<file path="config.mk">
export PLATFORM = sky130hd
export DESIGN_NAME = instr_fetch
export DESIGN_NICKNAME = d
export VERILOG_FILES = /design/src/rtl/cpu_pkg.sv /design/src/rtl/fetch_fifo2.sv /design/src/rtl/instr_fetch.sv
export SDC_FILE = /design/constraint.sdc
export NUM_CORES = 1
export LEC_CHECK = 0
export BUFFER_PORTS_ARGS = -buffer_cell sky130_fd_sc_hd__buf_2
export CAP_MARGIN = 20
export CORE_MARGIN = 3
export CORE_UTILIZATION = 55
export CTS_CLUSTER_DIAMETER = 100
export DETAILED_ROUTE_END_ITERATION = 12
export GPL_TIMING_DRIVEN = 0
export PLACE_DENSITY = 0.83
export SYNTH_ARGS = -nofsm -noshare
export SYNTH_HDL_FRONTEND = slang
export SYNTH_HIERARCHICAL = 1
export SYNTH_SLANG_ARGS = --single-unit
export TNS_END_PERCENT = 100
</file>
<file path="constraint.sdc">
create_clock -name clk -period 3.14 [get_ports clk]
set_input_delay 0.314 -clock clk [delete_from_list [all_inputs] [get_ports clk]]
set_output_delay 0.314 -clock clk [all_outputs]
set_load 0.01 [all_outputs]
</file>
<file path="src/rtl/cpu_pkg.sv">
// rtl/cpu_pkg.sv - shared widths, memory depth, fetch state and fetch entry types
package cpu_pkg;

    localparam int XLEN       = 32;
    localparam int IMEM_DEPTH = 512;

    typedef enum logic {
        RUN   = 1'b0,
        FAULT = 1'b1
    } fetch_state_t;

    typedef struct packed {
        logic [XLEN-1:0] pc;
        logic [XLEN-1:0] instr;
    } fetch_entry_t;

endpackage

</file>
<file path="src/rtl/fetch_fifo2.sv">
// rtl/fetch_fifo2.sv - 2-entry fetch buffer; head is a register so outputs need no mux
module fetch_fifo2
    import cpu_pkg::*;
(
    input  logic         clk,
    input  logic         rst,
    input  logic         push,
    input  logic         pop,
    input  logic         flush,
    input  fetch_entry_t din,
    output fetch_entry_t head,
    output logic [1:0]   count
);

    fetch_entry_t tail_q;

    always_ff @(posedge clk) begin
        if (rst) begin
            head   <= '0;
            tail_q <= '0;
            count  <= 2'd0;
        end else if (flush) begin
            count <= 2'd0;
        end else begin
            case ({push, pop})
                2'b10: begin
                    if (count == 2'd0) head <= din;
                    else               tail_q <= din;
                    count <= count + 2'd1;
                end
                2'b01: begin
                    head  <= tail_q;
                    count <= count - 2'd1;
                end
                2'b11: begin
                    // Count is unchanged; the new word lands wherever the popped one left room.
                    if (count == 2'd1) begin
                        head <= din;
                    end else begin
                        head   <= tail_q;
                        tail_q <= din;
                    end
                end
                default: ;
            endcase
        end
    end

endmodule

</file>
<file path="src/rtl/instr_fetch.sv">
// rtl/instr_fetch.sv - fetch stage: PC register, RUN/FAULT control, redirect and buffer push logic
module instr_fetch
    import cpu_pkg::*;
#(
    parameter int unsigned     DEPTH    = IMEM_DEPTH,
    parameter logic [XLEN-1:0] RESET_PC = '0
)(
    input  logic            clk,
    input  logic            rst,
    output logic [XLEN-1:0] pc_o,
    input  logic [XLEN-1:0] instr_i,
    input  logic            redirect_i,
    input  logic [XLEN-1:0] redirect_pc_i,
    output logic            out_valid,
    input  logic            out_ready,
    output logic [XLEN-1:0] out_instr,
    output logic [XLEN-1:0] out_pc,
    output logic            fault_o
);

    localparam logic [XLEN-1:0] DEPTH_W = XLEN'(DEPTH);

    fetch_state_t state;
    fetch_entry_t head;
    fetch_entry_t din;
    logic [1:0]   count;
    logic         in_range;
    logic         pop;
    logic         push;

    assign in_range = (pc_o < DEPTH_W);
    // A redirect cancels any pop decode offers in the same cycle.
    assign pop      = out_valid && out_ready && !redirect_i;
    assign push     = !redirect_i && (state == RUN) && in_range && ((count != 2'd2) || pop);
    assign din      = '{pc: pc_o, instr: instr_i};

    assign out_valid = (count != 2'd0);
    assign out_instr = head.instr;
    assign out_pc    = head.pc;

    fetch_fifo2 u_fifo (
        .clk   (clk),
        .rst   (rst),
        .push  (push),
        .pop   (pop),
        .flush (redirect_i),
        .din   (din),
        .head  (head),
        .count (count)
    );

    always_ff @(posedge clk) begin
        if (rst) begin
            pc_o    <= RESET_PC;
            state   <= RUN;
            fault_o <= 1'b0;
        end else if (redirect_i) begin
            pc_o <= redirect_pc_i;
            if (redirect_pc_i < DEPTH_W) begin
                state   <= RUN;
                fault_o <= 1'b0;
            end else begin
                state   <= FAULT;
                fault_o <= 1'b1;
            end
        end else begin
            case (state)
                RUN: begin
                    if (!in_range) begin
                        state   <= FAULT;
                        fault_o <= 1'b1;
                    end else if (push) begin
                        pc_o <= pc_o + 32'd1;
                    end
                end
                FAULT: ;
                default: state <= RUN;
            endcase
        end
    end

endmodule

</file>
==> results.txt <==
The run finished with clean final reports. The power density normalized to cell area came out at 479.9 nW/um2. Across the run, the number of max-cap violations was 0. The via count of the first global-routing pass was 7,831.

The worst-case clock buffer depth is 2. In this run, synthesis produced a sequential element count of 164. The total count of max-transition violations in the final report is 0. The maximum number of pins on one net before global-route repair came out at 17. The peak clock frequency supported by timing is 0.3251 GHz. The share of layout cells above drive strength 1 came out at 29.35%. Counting stages on the worst path, the most repeated cell is buf_6. The transition at the pin with the smallest max-transition slack is 0.7908 ns. The die width is 125.7 um.

Counting distinct cell types in the post-synthesis netlist gives 53. For this run, the total global-route usage over all layers was measured as 30.91%. The type of destination of the critical path is a register.

In the final design database the tool counted 1,144 nets. On the critical path the largest part of the delay comes from simple AND/OR/NAND/NOR gates. The largest fanout on the critical path came out at 10.

The floorplan core area is 13,930 um2. For the worst flop-to-flop path, the logic depth is 12. The synthesized cell area is 7878 um2.

After synthesis, the largest area contributor takes up 41.68% of total cell area. The clock transition at the register clock pins on the worst setup and hold paths after CTS is 0.06 ns. The worst flop-to-flop path endpoint is u_fifo/head[49]$_SDFFE_PP0P_.

The clock drives 164 sinks. The most critical setup path has its startpoint at pc_o[22]$_SDFFE_PP0P_. Counting both buffers and inverters, the worst setup path holds a total of 4.

The wire length of the first global-routing pass is 40.12 mm. The worst setup path is launched from a register. 0 antenna diodes ended up in the layout. The cell type with the highest aggregate area in the netlist is dfxtp_1. During I/O placement, the number of pins put on the boundary was 166. The TritonCTS clock tree is yes.

The final global-route overflow total came out at 0. At the later pin of the worst-skew pair, clock insertion delay measures 0.43 ns. The synthesized netlist cell count came out at 877.

The worst hold path belongs to the class input pin to register. Measured on the finished design, the core utilization comes to 69.08%. Before antenna repair, the detailed router went through 6 iterations.

In the final timing run, aggregate negative setup slack is 0 ns. The routed via count came out at 8,174. The longest individual stage delay on the worst path is 0.38 ns. The critical path crosses 12 cells after its start point. For this run, asynchronously set or reset flops after synthesis account for 0%. Dividing the detail-routed via count by the number of cells gives 6.487.

The starting density of the core is 56.53%. The post-route clock period utilization is 97.96%. In this run the worst setup path terminates at u_fifo/head[49]$_SDFFE_PP0P_. The detailed placement HPWL came out at 17.11 mm. By count the netlist is led by dfxtp_1, a21oi_1, o31ai_1. The violation count after the first detailed-route iteration came out at 892. The final wirelength is 24.62 mm. Among all flip-flop cells after synthesis, the most frequent one is dfxtp_1. The maximum resistive drop on vdd is 445.8 uV. The yosys synthesis warning count came out at 6. Setup repair after global routing could not meet its margin everywhere.

Clock tree synthesis selected as its root buffer the cell clkbuf_16. The layout overhead on the synthesized area came out at 22.19%. Routability-driven placement finished with a final weighted congestion of 0.8945. Dividing the detail-routed wire length by the instance count gives 19.54 um. The final-report hold violation count is 0. The startpoint identified for the worst register-to-register timing path is pc_o[22]$_SDFFE_PP0P_. The final critical-path required period is 3.076 ns.

The most instantiated library cell after synthesis is dfxtp_1. Ranked by total cell area, the synthesized netlist is headed by dfxtp_1, a21oi_1, o31ai_1. The final setup skew came out at 0.009633 ns. In this run the tightest slew margin relative to its limit is 47.28%. The endpoint arrival time on the critical path is 3.40 ns. The row count came out at 43. For this run, the register share of the synthesized area comes to 41.68%. The chip height came out at 125.7 um. The post-detailed-route DRC marker count came out at 0. The slowest stage of the critical path belongs to the cell dfxtp_1. The number of antenna violations at the first check in global routing is 0.

The remaining antenna violation count after routing is 0. The setup path with the least slack is of type register to register. The number of endpoints failing setup at the final stage is 0. In this run the mean area of a mapped cell was 8.982 um2. The area of the die came out at 15,800 um2. The slack of the worst reg-to-reg path is 0.06 ns. The count of hold-fix buffers inserted at cts is 0.

The number of clock buffers added by TritonCTS is 17. The leakage component of the power came out at 3.610 nW. The number of port buffers came out at 165. The critical path goes through nor4_4 > o2111ai_2 > buf_6 > or2_1 > nor2_4 > ha_1 > buf_6 > and2b_1 > buf_4 > buf_2 > o21ai_0 > a311oi_2. The number of enable-type register cells in the synthesized netlist came out at 0. The synthesized netlist net count is 953. The worst path required time is 3.47 ns. In this run the number of H-tree levels came out at 4.
-- layer usage --
metal | vias up | track usage, % | wire length, um
met2 | 441 | 51.10 | 11880
met1 | 3845 | 40.23 | 10020
met3 | 56 | 5.980 | 2076
li1 | 3832 | - | -
met5 | - | 0 | 0
met4 | 0 | 11.73 | 633
-- what timing repair did --
item	in CTS	in global routing
endpoints found under the setup margin	123	122
gates resized for setup	1	15
cloned	0	0
setup buffers	3	4
pin swaps	4	5
-- cells by family (layout without fill, tap and decap cells) --
group                    Yosys count  in the layout  share of synthesized area [%]
adder cells (fa/ha/maj)            8              8                          1.271
buffers and inverters            123            326                          7.735
flip-flops                       164            164                          41.68
XOR/XNOR                           2              2                         0.2224
AO/OA/AOI/OAI                    436            436                          38.61
multiplexers                       1              1                         0.1271
AND/OR/NAND/NOR                  143            143                          10.36
-- stage by stage --
stage / area, um2 / hold WS, ns / worst slack [ns] / power [W] / std cells
6_report: 9625 / 0.1086 / 0.06409 / 0.004619 / 1260
5_1_grt: 9625 / 0.1067 / -0.02360 / 0.004751 / 1260
4_1_cts: 9537 / 0.09725 / 0.004326 / 0.004598 / 1256
3_5_place_dp: 8929 / 0.4563 / -0.3281 / 0.002538 / 1222
3_3_place_gp: 8929 / 0.4525 / -0.2606 / 0.002535 / 1222
2_1_floorplan: 7878 / 0.4395 / 0.4307 / 0.002379 / 877
-- power breakdown --
part | switching [W] | total [W] | internal (W) | leakage, nW
sequential | 0.0000598 | 0.00217 | 0.00211 | 1.33
combinational | 0.000213 | 0.000354 | 0.000140 | 2.00
clock | 0.000826 | 0.00209 | 0.00127 | 0.280
-- worst register-to-register path: cells and delay by family, from the launching register on --
family | cells | cell delay, ns
adders and majority gates | 1 | 0.18
DFF | 1 | 0.38
buffers and inverters | 4 | 0.75
AOI/OAI and AO/OA | 3 | 0.70
and+or+nand+nor | 4 | 0.95
-- placed cells by master, fill, tap and decap left out, types with 3 or more instances in the layout --
cell | netlist | final
and3_1 | 3 | 3
buf_6 | 3 | 3
o31ai_1 | 69 | 69
nand2_1 | 4 | 4
clkinv_2 | 0 | 3
a22o_1 | 21 | 21
o21ai_0 | 65 | 65
dfxtp_1 | 164 | 159
a21oi_1 | 132 | 132
ha_1 | 8 | 8
and2b_1 | 3 | 3
inv_1 | 11 | 11
buf_4 | 12 | 20
nor2b_1 | 3 | 3
nand2b_1 | 5 | 5
clkbuf_16 | 0 | 17
a311oi_2 | 20 | 21
buf_2 | 64 | 227
o211ai_1 | 65 | 65
nor4_4 | 2 | 4
nand4_1 | 3 | 3
clkbuf_1 | 32 | 36
bufinv_16 | 0 | 3
a311oi_1 | 48 | 47
or4_1 | 4 | 4
nand3_1 | 68 | 68
nor3_1 | 5 | 5
nor4b_1 | 3 | 3
and2_1 | 3 | 3
nor4_1 | 9 | 6
dfxtp_2 | 0 | 5
nor2_1 | 18 | 17
-- worst min path at each step --
stage	start	endpoint	depth (start not counted)
2_1_floorplan	redirect_pc_i[15]	pc_o[15]$_SDFFE_PP0P_	1
3_3_place_gp	u_fifo/tail_q[60]$_SDFFE_PP0P_	u_fifo/tail_q[60]$_SDFFE_PP0P_	2
3_5_place_dp	u_fifo/tail_q[40]$_SDFFE_PP0P_	u_fifo/tail_q[40]$_SDFFE_PP0P_	2
4_1_cts	redirect_pc_i[10]	pc_o[10]$_SDFFE_PP0P_	2
5_1_grt	redirect_pc_i[31]	pc_o[31]$_SDFFE_PP0P_	2
6_report	redirect_pc_i[10]	pc_o[10]$_SDFFE_PP0P_	2
-- registers in the layout, summed over array words and instances, names as in the netlist --
signal / flops
state: 1
u_fifo/tail_q: 64
fault_o: 1
pc_o: 32
u_fifo/head: 64
u_fifo/count: 2
-- final cells by class --
class	count	area [um2]
Multi-Input combinational cell	590	4035
Tap cell	180	225.2
Inverter	11	41.29
Timing Repair Buffer	172	878.3
Sequential cell	164	3289
Buffer	112	573.1
Clock buffer	22	454.2
Clock inverter	9	128.9
Fill cell	1147	4309
Power figures use the tool's default switching activity.
